<file path="src/rtl/fetch_unit.sv">
// fetch_unit: owns the PC, requests instruction words and buffers them for decode.
// Define FETCH_BYPASS_EN to forward a response to decode when the buffer is empty.
module fetch_unit #(
  parameter logic [31:0] RESET_PC   = 32'h0000_0000,
  parameter int          IBUF_DEPTH = 2
) (
  input  logic        clk_i,
  input  logic        rst_n_i,
  output logic        imem_req_o,
  output logic [31:0] imem_addr_o,
  input  logic        imem_gnt_i,
  input  logic        imem_rvalid_i,
  input  logic [31:0] imem_rdata_i,
  input  logic        stall_i,
  input  logic        redirect_i,
  input  logic [31:0] redirect_pc_i,
  output logic        d_valid_o,
  output logic [31:0] d_inst_o,
  output logic [31:0] d_pc_o
);

  localparam int PW = $clog2(IBUF_DEPTH);
  localparam int CW = PW + 1;
  localparam int OW = CW + 1;
  localparam logic [OW-1:0] DEPTH = OW'(IBUF_DEPTH);
  localparam logic [31:0] NOP = 32'h0000_0013;

  typedef enum logic [1:0] {
    BOOT,
    RUN,
    FLUSH
  } state_t;

  state_t        state_q;
  logic [31:0]   fetch_pc_q;
  logic [31:0]   rsp_pc_q;
  logic [31:0]   tgt_pc;
  logic [CW-1:0] outst_q;
  logic [CW-1:0] outst_nxt;
  logic [CW-1:0] count_q;
  logic [PW-1:0] rd_ptr_q;
  logic [PW-1:0] wr_ptr_q;
  logic [31:0]   data_q [IBUF_DEPTH];
  logic [31:0]   pcb_q  [IBUF_DEPTH];
  logic          buf_vld;
  logic          byp;
  logic          pop;
  logic          buf_pop;
  logic          push;
  logic          rsp_ok;
  logic          gnt_ok;
  logic [OW-1:0] occ;

  assign imem_addr_o = fetch_pc_q;
  assign tgt_pc      = {redirect_pc_i[31:2], 2'b00};

  // decode view, request gating and buffer push/pop decisions
  always_comb begin
    buf_vld = (count_q != '0);
    rsp_ok  = imem_rvalid_i && (state_q == RUN) && !redirect_i;
`ifdef FETCH_BYPASS_EN
    byp     = imem_rvalid_i && (state_q == RUN) && !buf_vld;
`else
    byp     = 1'b0;
`endif
    d_valid_o = buf_vld || byp;
    d_inst_o  = NOP;
    d_pc_o    = pcb_q[rd_ptr_q];
    if (buf_vld) begin
      d_inst_o = data_q[rd_ptr_q];
    end else if (byp) begin
      d_inst_o = imem_rdata_i;
      d_pc_o   = rsp_pc_q;
    end
    pop        = d_valid_o && !stall_i;
    buf_pop    = pop && buf_vld && !redirect_i;
    push       = rsp_ok && !(byp && !stall_i);
    occ        = {1'b0, outst_q} + {1'b0, count_q} - OW'(pop);
    imem_req_o = (state_q == RUN) && !redirect_i && (occ < DEPTH);
    gnt_ok     = imem_req_o && imem_gnt_i;
    outst_nxt  = outst_q + CW'(gnt_ok) - CW'(imem_rvalid_i);
  end

  // control state: fsm, PCs, in-flight and buffer occupancy
  always_ff @(posedge clk_i or negedge rst_n_i) begin
    if (!rst_n_i) begin
      state_q    <= BOOT;
      fetch_pc_q <= RESET_PC;
      rsp_pc_q   <= RESET_PC;
      outst_q    <= '0;
      count_q    <= '0;
      rd_ptr_q   <= '0;
      wr_ptr_q   <= '0;
    end else begin
      outst_q <= outst_nxt;
      if (redirect_i) begin
        fetch_pc_q <= tgt_pc;
        rsp_pc_q   <= tgt_pc;
        count_q    <= '0;
        rd_ptr_q   <= '0;
        wr_ptr_q   <= '0;
        state_q    <= (outst_nxt != '0) ? FLUSH : RUN;
      end else begin
        if (gnt_ok) fetch_pc_q <= fetch_pc_q + 32'd4;
        if (rsp_ok) rsp_pc_q <= rsp_pc_q + 32'd4;
        if (push) wr_ptr_q <= wr_ptr_q + PW'(1);
        if (buf_pop) rd_ptr_q <= rd_ptr_q + PW'(1);
        count_q <= count_q + CW'(push) - CW'(buf_pop);
        unique case (state_q)
          BOOT:    state_q <= RUN;
          FLUSH:   if (outst_nxt == '0) state_q <= RUN;
          default: state_q <= state_q;
        endcase
      end
    end
  end

  // instruction and PC storage, written at the tail
  always_ff @(posedge clk_i or negedge rst_n_i) begin
    if (!rst_n_i) begin
      for (int i = 0; i < IBUF_DEPTH; i++) begin
        data_q[i] <= NOP;
        pcb_q[i]  <= RESET_PC;
      end
    end else if (push) begin
      data_q[wr_ptr_q] <= imem_rdata_i;
      pcb_q[wr_ptr_q]  <= rsp_pc_q;
    end
  end

endmodule

</file>
<file path="config.mk">
export PLATFORM = sky130hd
export DESIGN_NAME = fetch_unit
export DESIGN_NICKNAME = d
export VERILOG_FILES = /design/src/rtl/fetch_unit.sv
export SDC_FILE = /design/constraint.sdc
export NUM_CORES = 1
export LEC_CHECK = 0
export CAP_MARGIN = 30
export CORE_MARGIN = 4
export CORE_UTILIZATION = 44
export DETAILED_ROUTE_END_ITERATION = 8
export DONT_BUFFER_PORTS = 1
export PLACE_DENSITY = 0.69
export SETUP_SLACK_MARGIN = 0.5
export SYNTH_ARGS = -nofsm -noshare
export SYNTH_HDL_FRONTEND = slang
export SYNTH_SLANG_ARGS = --single-unit
</file>
<file path="constraint.sdc">
create_clock -name clk_i -period 3.15 [get_ports clk_i]
set_input_delay 0.63 -clock clk_i [delete_from_list [all_inputs] [get_ports clk_i]]
set_output_delay 0.63 -clock clk_i [all_outputs]
set_load 0.03 [all_outputs]
</file>
# Yosys cells after proc, flatten, opt, wreduce, memory -nomap -nowiden
# Cells that the tools add are included.
dict set report word_totals {
  register_bits 200
  out_inout_bits 98
  word_cells 74
}
dict set report op_classes {
  add_sub_neg 10
  n_lt_le_gt_ge 4
  n_eq_ne 3
  n_mux 24
  bitwise 2
  n_reduce_logical 20
}
# op count
set ops {}
lappend ops {{2-to-1 mux 32 bit} 12}
lappend ops {{bitwise mux 64 bit} 2}
lappend ops {{adder 32 x 3 -> 32 bit (second input constant)} 2}
lappend ops {{demux 32 bit (select 1 bit)} 1}
lappend ops {{nonzero test 2 bit} 5}
lappend ops {{logical AND 1 bit} 9}
lappend ops {{2-to-1 mux 2 bit} 4}
lappend ops {{adder 2 x 1 -> 2 bit} 2}
lappend ops {{>= comparator 2 bit (second input constant)} 2}
lappend ops {{logical NOT 2 bit} 2}
lappend ops {{2-to-1 mux 1 bit} 4}
lappend ops {{inverter 1 -> 2 bit} 2}
lappend ops {{case mux 2 bit (2 select lines)} 1}
lappend ops {{subtractor 2 x 1 -> 2 bit} 2}
lappend ops {{adder 2 x 2 -> 3 bit} 1}
lappend ops {{< comparator 3 x 2 -> 1 bit (second input constant)} 1}
lappend ops {{!= test 3 bit (second input constant)} 1}
lappend ops {{nonzero test 3 bit} 1}
lappend ops {{subtractor 3 x 1 -> 3 bit} 1}
lappend ops {{adder 1 bit (second input constant)} 2}
lappend ops {{== test 2 x 1 -> 1 bit (second input constant)} 1}
lappend ops {{== test 2 bit (second input constant)} 1}
lappend ops {{logical NOT 1 bit} 2}
lappend ops {{< comparator 2 x 1 -> 1 bit (second input constant)} 1}
lappend ops {{AND reduction 2 bit} 1}

# Depth between registers and ports, before layout
# Gate-level depths: netlist of the first run.
dict set report logic_depth {
  word_depth 12
  mapped_depth 14
}

# Least setup slack after synthesis of the first run
# OpenSTA, ideal clock, no wires.
dict set report synth_path {
  path_type {input port to output port}
  startpoint {input port stall_i}
  endpoint {output port imem_req_o}
  arrival_ns 2.766
  required_time_ns 2.520
  slack_ns -0.246
  stages 6
  n_path_buf 0
  path_cell_list {nor2_1 ha_1 nand2b_1 fa_1 xnor2_2 nor4_1}
}
dict set report synth_via {
  elab_chain_cells 5
}
# item line
set synth_lines {}
lappend synth_lines {{from (decl)} 14} ;# input logic stall_i,
lappend synth_lines {{logical NOT 1 bit} --}
lappend synth_lines {{logical AND 1 bit} 75} ;# pop = d_valid_o && !stall_i;
lappend synth_lines {{subtractor 3 x 1 -> 3 bit} 78} ;# occ = {1'b0, outst_q} + {1'b0, count_q} - OW'(pop);
lappend synth_lines {{< comparator 3 x 2 -> 1 bit} 79} ;# imem_req_o = (state_q == RUN) && !redirect_i && (occ < DEPTH);
lappend synth_lines {{logical AND 1 bit} 79}
lappend synth_lines {{to (decl)} 9} ;# output logic imem_req_o,
# Every way passes these cells.

# Worst setup path after layout of the first run
dict set report layout_path {
  startpoint {register count_q[0]}
  endpoint {register state_q[1]}
}
dict set report layout_via {
  elab_chain_cells 11
  elab_cells_between_ends 15
  cone_classes {add/sub: 4; order compare: 1; eq/ne: 1; mux: 2; reduce/logical: 7}
}
# item line
set layout_lines {}
lappend layout_lines {{from (decl)} 40} ;# logic [CW-1:0] count_q;
lappend layout_lines {{from (signal assigned)} 108} ;# count_q <= count_q + CW'(push) - CW'(buf_pop);
lappend layout_lines {{branches (longest 2 deep; another with adder 2 x 2 -> 3 bit)} --}
lappend layout_lines {{subtractor 3 x 1 -> 3 bit (*)} 78}
lappend layout_lines {{< comparator 3 x 2 -> 1 bit (*)} 79}
lappend layout_lines {{logical AND 1 bit (*)} 79}
lappend layout_lines {{logical AND 1 bit (*)} 80} ;# gnt_ok = imem_req_o && imem_gnt_i;
lappend layout_lines {{adder 2 x 1 -> 2 bit (*)} 81} ;# outst_nxt = outst_q + CW'(gnt_ok) - CW'(imem_rvalid_i);
lappend layout_lines {{subtractor 2 x 1 -> 2 bit (*)} 81}
lappend layout_lines {{named net outst_nxt[1]} 39} ;# logic [CW-1:0] outst_nxt;
lappend layout_lines {{logical NOT 2 bit / nonzero test 2 bit (equally long branches)} {111, 102}}
lappend layout_lines {{!= test 3 bit (no source line) / 2-to-1 mux 2 bit (equally long branches)} --}
lappend layout_lines {{AND reduction 2 bit (no source line) / 2-to-1 mux 2 bit (equally long branches)} --}
lappend layout_lines {{to (signal assigned)} 102} ;# state_q <= (outst_nxt != '0) ? FLUSH : RUN;
lappend layout_lines {{to (signal assigned)} 112} ;# default: state_q <= state_q;
lappend layout_lines {{to (decl)} 34} ;# state_t state_q;
# Mark *: on every way through the listed nets, which the timed path passes.
# A chain may end at the register's enable or synchronous reset.

==> results.json, run 1 <==
{
  "place_congestion": 0.804,
  "cts_root_buf": "clkbuf_16",
  "min_period_ns": 3.08,
  "syn_inst": 750,
  "hold_ws_ns": -0.116,
  "grt_use_total_pct": 18.1,
  "drc": 0,
  "vdd_drop_max_uv": 379,
  "drv_cap": 0,
  "dpl_cell_area_mm2": 0.00981,
  "clk_latency_ns": 0.43,
  "io_pins": 168,
  "dp_hpwl_um": 14000,
  "clkTransAtPathRegs_ns": 0.08,
  "postRouteAntennaNets": 0,
  "final_cell_count_no_fill": 1054,
  "dp.cells": 1006,
  "finalSetupTns_ns": 0,
  "relSlewSlack_pct": 55.1,
  "vias": 5852,
  "avgSynthCellArea_um2": 12.6,
  "htree_num_levels": 4,
  "grt_max_degree": 193,
  "cts_buffers": 17,
  "die_area_mm2": 0.0239,
  "fmax_mhz": 324,
  "ys_seq_area_share_pct": 51.0,
  "status": "finished, violations left",
  "internal_power_mw": 5.80,
  "grt_use_met2_pct": 30.3,
  "cp.required_ns": 3.46,
  "antennaDiodeCount": 0,
  "finalPower_mw": 8.94,
  "grt_pass1_vias": 6176,
  "layout-drive-gt1-share_pct": 37.1,
  "drt-pass1-iter-count": 4,
  "design_area_mm2": 0.0108,
  "fin_crit_sh_pct": 97.9,
  "rows": 53,
  "crit_path_end_kind": "register",
  "clockBufferDepth": 2,
  "syn_to_final_growth_pct": 14.4,
  "critical_path_class": "register to register",
  "wl_per_cell_um": 20.1,
  "setup_viol": 0,
  "start_util_pct": 44.7,
  "antenna_found_initial": 1,
  "cp-start-kind": "register",
  "sw_frac_of_total_pct": 35.1,
  "arrival_ns": 3.40,
  "power_frac_seq_pct": 43.6,
  "syn-cell-area_mm2": 0.00944,
  "violations": "hold timing",
  "die_h_um": 154,
  "grt_overflow": 0,
  "p_per_area_mw_per_mm2": 828,
  "wirelength_um": 21200,
  "multi_input_area_mm2": 0.00465,
  "core_mm2": 0.0211,
  "synth_seq_cells": 192,
  "rsz0062_at_grt": "yes",
  "synth-edff-count": 0,
  "dominantRegCellSynth": "dfrtp_1",
  "yosys_warnings": 0,
  "post-route-util_pct": 51.2,
  "p_comb_share_pct": 31.0,
  "port-buffer-count": 0,
  "hold_viol": 186,
  "skew_ns": 0.0122,
  "hold_path.class": "input port to asynchronous set/reset pin",
  "cts_num_sinks": 192,
  "busiest_layer": "met2",
  "nets": 845,
  "met3_usage_pct": 5.48,
  "synth.distinct_cells": 50,
  "fillCellCount": 1848,
  "routed_via_density": 5.55,
  "die_w_um": 154,
  "path_max_fanout": 2,
  "tightest_slew_ns": 0.670,
  "drt_first_iter_violations": 257,
  "p_leak_nw": 4.55,
  "synthArstFlopShare_pct": 100,
  "seq_area_mm2": 0.00482,
  "grt_use_met1_pct": 22.4,
  "cts_tree": "built",
  "p_switching_mw": 3.14,
  "grt_pass1_wl_um": 34400,
  "clkPwrFrac_pct": 25.4,
  "finalMaxSlewViolations": 0
}
## layout by cell type (no fill, tap or decap), types with 4 or more instances in the layout
cell type	count
conb_1	4
mux2_4	4
nand3_1	17
nand3_2	6
dfrtp_1	185
and2_1	4
mux2i_1	33
xnor2_1	32
nand2_4	4
nor4_4	5
nand4_1	27
clkbuf_16	17
nand2_1	24
a21boi_1	9
o21a_1	4
mux2_1	12
nor4_2	4
buf_4	20
a21oi_1	12
nor2_4	4
mux2_2	166
nand2b_1	8
xor2_1	23
nor4_1	5
ha_1	6
nor2_1	50
inv_1	7
buf_6	6
and3_1	6
inv_8	5
dfstp_2	6
xnor2_2	6
buf_12	4
## worst max-delay path, stage by stage, from the launching register on
cell and delay (ns):
dfrtp_1 0.41, buf_4 0.15, inv_2 0.06, ha_4 0.19, nand2b_4 0.13, fa_2 0.55
buf_6 0.10, nand4b_4 0.12, nor2_4 0.11, nand2_1 0.06, ha_1 0.31, inv_2 0.04
ha_4 0.16, xnor2_4 0.14, xnor2_2 0.14, o32a_1 0.29
## final timing paths
kind                       startpoint               to  slack [ns]  cells after the start
hold / removal                rst_n_i  imem_addr_o[21]       -0.12                      0
min in group clk_i         redirect_i         rd_ptr_q        0.26                      1
setup / recovery           count_q[0]       state_q[1]        0.07                     15
setup reg to reg           count_q[0]       state_q[1]        0.07                     15
max in group asynchronous     rst_n_i         rd_ptr_q        2.84                      0
hold reg to reg            data_q[52]       data_q[52]        0.49                      1
## cells in the mapped netlist (7+ instances only)
cell	count	area [µm²]
mux2_1	12	135
dfrtp_1	186	4650
mux2_2	170	1910
xnor2_1	39	342
buf_2	8	40.0
nand2_1	30	113
mux2i_1	33	330
inv_1	10	37.5
a21oi_1	12	60.1
nand2b_1	9	56.3
a21boi_1	8	60.1
nor2_1	52	195
nor4_1	7	43.8
nand3_1	25	125
nand4_1	27	169
xor2_1	23	201
ha_1	8	100
clkbuf_1	11	41.3
## layout make-up
cell class	count	share of cell area (%)
well taps	275	3.19
multi-input cells	513	43.0
inverters	11	0.417
clock inverters	14	1.78
flip-flops and latches	192	44.6
repair buffers	31	3.01
clock buffers	18	3.97
## kinds of logic (layout without fill, tap and decap cells)
family	Yosys count	in the layout	synth area share [%]
multiplexers	215	215	25.2
flip-flops	192	192	51.0
adder cells (fa/ha/maj)	9	9	1.27
buffers and inverters	48	74	2.73
other	1	4	0.0397
AO/OA/AOI/OAI	36	36	2.48
AND/OR/NAND/NOR	186	186	11.3
XOR/XNOR	63	63	5.93
## per-layer routing
| metal | part of all wire, % | vias up |
|---|---|---|
| met2 | 50 | 134 |
| met3 | 6.1 | 41 |
| met5 | 0.094 | - |
| met4 | 2.4 | 2 |
| met1 | 41 | 2988 |
| li1 | - | 2687 |
## power by group through the flow
stage	logic, mW	clock network [mW]	registers, mW
2_1_floorplan	2.28	0	3.77
3_3_place_gp	2.53	0	3.92
3_5_place_dp	2.58	0	3.96
4_1_cts	2.73	2.34	3.90
5_1_grt	3.00	2.43	4.01
6_report	2.77	2.27	3.90
## timing repair
| item | CTS | global route |
|---|---|---|
| resized for setup | 6 | 43 |
| setup buffers | 10 | 5 |
| pin swaps | 11 | 20 |
| setup endpoints to repair | 62 | 36 |
| cloned | 0 | 1 |
| hold endpoints to repair | 186 | 186 |
## per-stage QoR
stage                     setup slack, ns  hold WS (ns)
final                              0.0668        -0.116
after CTS                          0.0304        -0.132
after global placement            -0.0523         0.344
after global routing              -0.0312        -0.142
after detailed placement          -0.0943         0.343
after floorplan                   -0.0828         0.334
## state kept, by name, summed over array words and instances, names as in the netlist
name         count
imem_addr_o     30
wr_ptr_q         1
rd_ptr_q         1
pcb_q           60
rsp_pc_q        30
state_q          2
count_q          2
data_q          64
outst_q          2
No activity file was read; power rests on OpenSTA's default activity.
==> run 2, diff against run 1 <==
PLACE_DENSITY = 0.67   (was 0.69)
clock period = 3.56 ns   (was 3.15 ns; I/O delays follow)
==> run 2 against run 1 <==
  * The run still ends with hold timing left
  * Final cell count stayed put
  * Critical path depth is 7 lower
  * Critical endpoint is now imem_req_o
  * Sequential power is 11% lower
  * Worst hold slack better by 0.093 ns
  * Total power is 13% lower
  * Clock power is 14% lower
  * Critical path type is now register to primary output
  * Global-route usage is 1.2 points higher
  * Non-clock buffer count stayed put
  * Routed wire length is 7.1% higher
  * Core utilization is 0.88 points lower
  * Via count is 0.85% higher
==> results.json, run 2 (synthesized netlist as in run 1, its figures left out) <==
{
  "clk_latency_ns": 0.43,
  "tightest_slew_ns": 0.694,
  "critPathBufInv": 3,
  "crit_path_end_kind": "primary output",
  "skew_ns": 0.0187,
  "routed_via_density": 5.60,
  "critical_path_class": "register to primary output",
  "relSlewSlack_pct": 53.7,
  "layout-drive-gt1-share_pct": 34.8,
  "syn_to_final_growth_pct": 12.5,
  "cts_buffers": 17,
  "critical-path-max-stage-delay_ns": 0.57,
  "place_congestion": 0.868,
  "drt-pass1-iter-count": 5,
  "fin_crit_sh_pct": 89.9,
  "postRouteAntennaNets": 0,
  "clockBufferDepth": 2,
  "finalSetupTns_ns": 0,
  "wl_per_cell_um": 21.5,
  "grt_pass1_vias": 6365,
  "crit_chain": "buf_6 > inv_2 > ha_4 > nand2b_4 > fa_2 > nand2_2 > nor4_4 > buf_6",
  "dp_hpwl_um": 15700,
  "htree_num_levels": 4,
  "cp_top_family": "adder cells",
  "cp_common_cell": "buf_6",
  "core_mm2": 0.0211,
  "final_common_cell": "dfrtp_1",
  "final_cell_count_no_fill": 1054,
  "die_area_mm2": 0.0239,
  "die_h_um": 154,
  "hold_path.class": "input port to asynchronous set/reset pin",
  "rows": 53,
  "hold_viol": 46,
  "path_max_fanout": 2,
  "cp.required_ns": 2.85,
  "cts_root_buf": "clkbuf_16",
  "clkTransAtPathRegs_ns": 0.07,
  "grt_use_total_pct": 19.3,
  "route.met2.wl_um": 11500,
  "start_util_pct": 44.7,
  "fillCellCount": 1830,
  "p_per_area_mw_per_mm2": 733,
  "nets": 845,
  "port-buffer-count": 0,
  "final_cell_mix": "185 x dfrtp_1, 167 x mux2_2, 50 x nor2_1, 36 x xnor2_1, 33 x mux2i_1",
  "vdd_drop_max_uv": 369,
  "cts_num_sinks": 192,
  "setup_viol": 0,
  "hold_ws_ns": -0.0221,
  "fmax_mhz": 313,
  "max_flop_register": "data_q",
  "min_period_ns": 3.20,
  "wl_met1_um": 9520,
  "cp-start-kind": "register",
  "top_layer_used": "met4",
  "drt_first_iter_violations": 353,
  "vias": 5902,
  "cts_tree": "built",
  "drc": 0,
  "crit_path_top_delay_cell": "fa_2",
  "die_w_um": 154,
  "antennaDiodeCount": 0,
  "antenna_found_initial": 0,
  "grt_pass1_wl_um": 36200,
  "grt_overflow": 0,
  "rsz0062_at_grt": "yes",
  "dp.cells": 1005,
  "p_leak_nw": 4.46,
  "largest_reg_flops": 64,
  "grt_max_degree": 193,
  "io_pins": 168,
  "dr_wl_met3_um": 1310,
  "top_regs": "data_q (64), pcb_q (60)",
  "finalMaxSlewViolations": 0,
  "violations": "hold timing",
  "arrival_ns": 2.49,
  "status": "finished, violations left",
  "wirelength_um": 22700,
  "drv_cap": 0
}
[run 2: changes by cell type in the layout (fill, tap and decap cells not counted), moves of 4 or more]
| cell | delta |
|---|---|
| nand2_1 | +4 |
| xnor2_1 | +4 |
| nand2_4 | -4 |
| buf_4 | +4 |
| inv_8 | -5 |
[run 2: power breakdown]
group          switching [mW]  total [mW]  internal [mW]
Combinational            1.29        2.36           1.07
Sequential              0.566        3.47           2.91
Clock                   0.837        1.95           1.12
[run 2: stage by stage]
stage	utilization, %	total power, mW	worst slack (ns)	hold slack (ns)	cell area, µm²
6_report	50.3	7.78	0.361	-0.0221	10600
3_3_place_gp	46.1	5.62	0.214	0.425	9730
5_1_grt	50.3	8.22	0.296	-0.0404	10600
3_5_place_dp	46.1	5.76	0.144	0.425	9730
2_1_floorplan	-	5.30	0.236	0.416	9480
4_1_cts	49.8	7.85	0.387	-0.0380	10500
[run 2: final timing paths]
kind,start,end,slack (ns),cells after the start
max in group asynchronous,rst_n_i,rsp_pc_q[3],3.18,0
setup / recovery,count_q[0],imem_req_o,0.36,8
setup reg to reg,count_q[0],state_q[1],0.46,14
min in group clk_i,redirect_i,count_q[0],0.34,1
hold reg to reg,pcb_q[8],pcb_q[8],0.48,2
hold / removal,rst_n_i,imem_addr_o[9],-0.02,0
[run 2: cell type report]
cell class,count,area [µm²],share of cell area [%]
Inverter,11,41.3,0.389
Clock inverter,11,155,1.46
Tap cell,275,344,3.24
Multi-Input combinational cell,513,4540,42.8
Sequential cell,192,4820,45.4
Timing Repair Buffer,31,272,2.56
Clock buffer,21,440,4.15
[run 2: timing repair]
item                                   in CTS  in global routing
buffers inserted                           12                  4
setup endpoints to repair                  14                 15
gates cloned                                1                  0
gates resized for setup                    13                 17
endpoints found under the hold margin     186                169
pin swaps                                  12                 13
[run 2: per-layer routing]
metal	global-route usage, %	up-vias
met4	5.51	0
li1	-	2683
met2	32.8	144
met1	23.9	3057
met3	5.79	18
met5	0	-
==> run 3, diff against run 2 <==
CORE_UTILIZATION = 68   (was 44)
PLACE_DENSITY = 0.92   (was 0.67)
SKIP_LAST_GASP = 1   (was not set)
==> run 3 against run 2 <==
  * The run still ends with hold timing left
  * Critical path depth rose by 6
  * Final area down 2.5%
  * Clock power down 5%
  * Total power is 1.1% lower
  * Core utilization grew 27 points
  * First-iteration DRC count is 71% higher
  * Critical path type is now register to register
  * Largest cell class unchanged
  * Largest power group unchanged
==> results.json, run 3 (synthesized netlist as in run 1, its figures left out) <==
{
  "start_util_pct": 70.4,
  "tightest_slew_ns": 0.764,
  "status": "finished, violations left",
  "clockBufferDepth": 2,
  "htree_num_levels": 4,
  "final_common_cell": "dfrtp_1",
  "hold_viol": 22,
  "syn_to_final_growth_pct": 9.63,
  "die_w_um": 126,
  "violations": "hold timing",
  "max_flop_register": "data_q",
  "internal_power_mw": 5.00,
  "dp_hpwl_um": 14100,
  "fillCellCount": 778,
  "skew_ns": 0.00689,
  "power_frac_seq_pct": 45.4,
  "routed_via_density": 6.41,
  "fin_crit_sh_pct": 88.0,
  "arrival_ns": 3.44,
  "clk_latency_ns": 0.42,
  "grt_pass1_wl_um": 34400,
  "io_pins": 168,
  "p_comb_share_pct": 30.5,
  "p_per_area_mw_per_mm2": 744,
  "p_leak_nw": 4.37,
  "seq_area_mm2": 0.00482,
  "final_cell_mix": "185 x dfrtp_1, 170 x mux2_2, 50 x nor2_1, 37 x xnor2_1, 33 x mux2i_1",
  "fin_ws_ns": 0.428,
  "relSlewSlack_pct": 49.0,
  "place_congestion": 0.889,
  "cts_num_sinks": 192,
  "pre_cts_slack_ns": 0.124,
  "largest_reg_flops": 64,
  "hold_ws_ns": -0.0218,
  "clkTransAtPathRegs_ns": 0.07,
  "hold_path.class": "input port to asynchronous set/reset pin",
  "die_area_mm2": 0.0158,
  "vias": 6057,
  "drc": 0,
  "p_switching_mw": 2.70,
  "critical_path_class": "register to register",
  "cp.required_ns": 3.87,
  "crit_path_end_kind": "register",
  "drv_cap": 0,
  "wirelength_um": 21000,
  "top_regs": "data_q (64), pcb_q (60)",
  "cp-start-kind": "register",
  "vdd_drop_max_uv": 504,
  "rows": 42,
  "cts_buffers": 17,
  "drt_first_iter_violations": 603,
  "wl_per_cell_um": 22.3,
  "grt_pass1_vias": 6428,
  "multi_input_area_mm2": 0.00449,
  "fmax_mhz": 319,
  "drt-pass1-iter-count": 5,
  "nets": 835,
  "sw_frac_of_total_pct": 35.1,
  "core_mm2": 0.0134,
  "grt_max_degree": 193,
  "cts_tree": "built",
  "grt_overflow": 0,
  "antenna_found_initial": 0,
  "cts_root_buf": "clkbuf_16",
  "grt_use_total_pct": 27.2,
  "postRouteAntennaNets": 0,
  "clkPwrFrac_pct": 24.1,
  "min_period_ns": 3.13,
  "antennaDiodeCount": 0,
  "finalMaxSlewViolations": 0,
  "port-buffer-count": 0,
  "path_max_fanout": 3,
  "layout-drive-gt1-share_pct": 33.6,
  "rsz0062_at_grt": "yes",
  "setup_viol": 0,
  "die_h_um": 126,
  "finalSetupTns_ns": 0
}
## run 3: cell types whose count changed in the layout (fill, tap and decap cells not counted), moves of 3 or more
cell      change
nand3_1       +5
clkbuf_8      +3
nand3_4       -3
mux2_2        +3
buf_4         -8
mux2_4        -3
buf_6         -3
## run 3: path summary, 6_finish.rpt
check                                 from  slack [ns]  cells past startpoint               to
min in group clk_i              redirect_i        0.35                      1       count_q[1]
worst max-delay path            count_q[0]        0.43                     14       state_q[1]
max in group asynchronous          rst_n_i        3.18                      0        data_q[0]
worst min register to register   pcb_q[49]        0.49                      1        pcb_q[49]
worst max register to register  count_q[0]        0.43                     14       state_q[1]
worst min-delay path               rst_n_i       -0.02                      0  imem_addr_o[22]
## run 3: cell type report
cell class / instances / area share (%)
Clock buffer: 22 / 4.58
Clock inverter: 10 / 0.980
Inverter: 11 / 0.399
Multi-Input combinational cell: 513 / 43.4
Sequential cell: 192 / 46.6
Tap cell: 176 / 2.13
Timing Repair Buffer: 21 / 1.96
## run 3: repair_timing
item / in CTS / in global routing
gates resized for setup: 6 / 7
setup endpoints to repair: 6 / 7
hold endpoints to repair: 186 / 186
setup buffers: 5 / 5
pin swaps: 7 / 5
## run 3: per-stage QoR
stage	std cells	hold WS (ns)	util [%]	power [mW]	area, µm²
floorplan	753	0.416	-	5.30	9480
global placement	903	0.423	71.7	5.57	9610
detailed placement	903	0.423	71.7	5.76	9610
CTS	940	-0.0376	76.6	7.69	10300
global route	945	-0.0378	77.2	8.09	10300
finish	945	-0.0218	77.2	7.70	10300
## run 3: power by group through the flow
| stage | sequential, mW | clock, mW | combinational (mW) |
|---|---|---|---|
| 2_1_floorplan | 3.33 | 0 | 1.97 |
| 3_3_place_gp | 3.44 | 0 | 2.13 |
| 3_5_place_dp | 3.52 | 0 | 2.23 |
| 4_1_cts | 3.49 | 1.88 | 2.32 |
| 5_1_grt | 3.59 | 1.98 | 2.52 |
| 6_report | 3.50 | 1.86 | 2.35 |
## run 3: metal layers
metal | vias up | part of all wire, % | GRT usage [%]
li1 | 2671 | - | -
met1 | 3105 | 38 | 34.1
met2 | 234 | 53 | 46.8
met3 | 47 | 6.5 | 7.07
met4 | 0 | 2.5 | 8.26
met5 | - | 0 | 0
## run 3: worst max-delay path, stage by stage, from the launching register on
cell      delay [ns]
dfrtp_1         0.42
nor2_4          0.15
nor2_4          0.06
ha_4            0.21
nand2b_4        0.14
fa_2            0.56
nand4b_4        0.14
nor2_4          0.14
nand2_2         0.07
ha_4            0.28
inv_2           0.04
ha_4            0.15
xnor2_2         0.14
xnor2_2         0.16
o32a_1          0.35
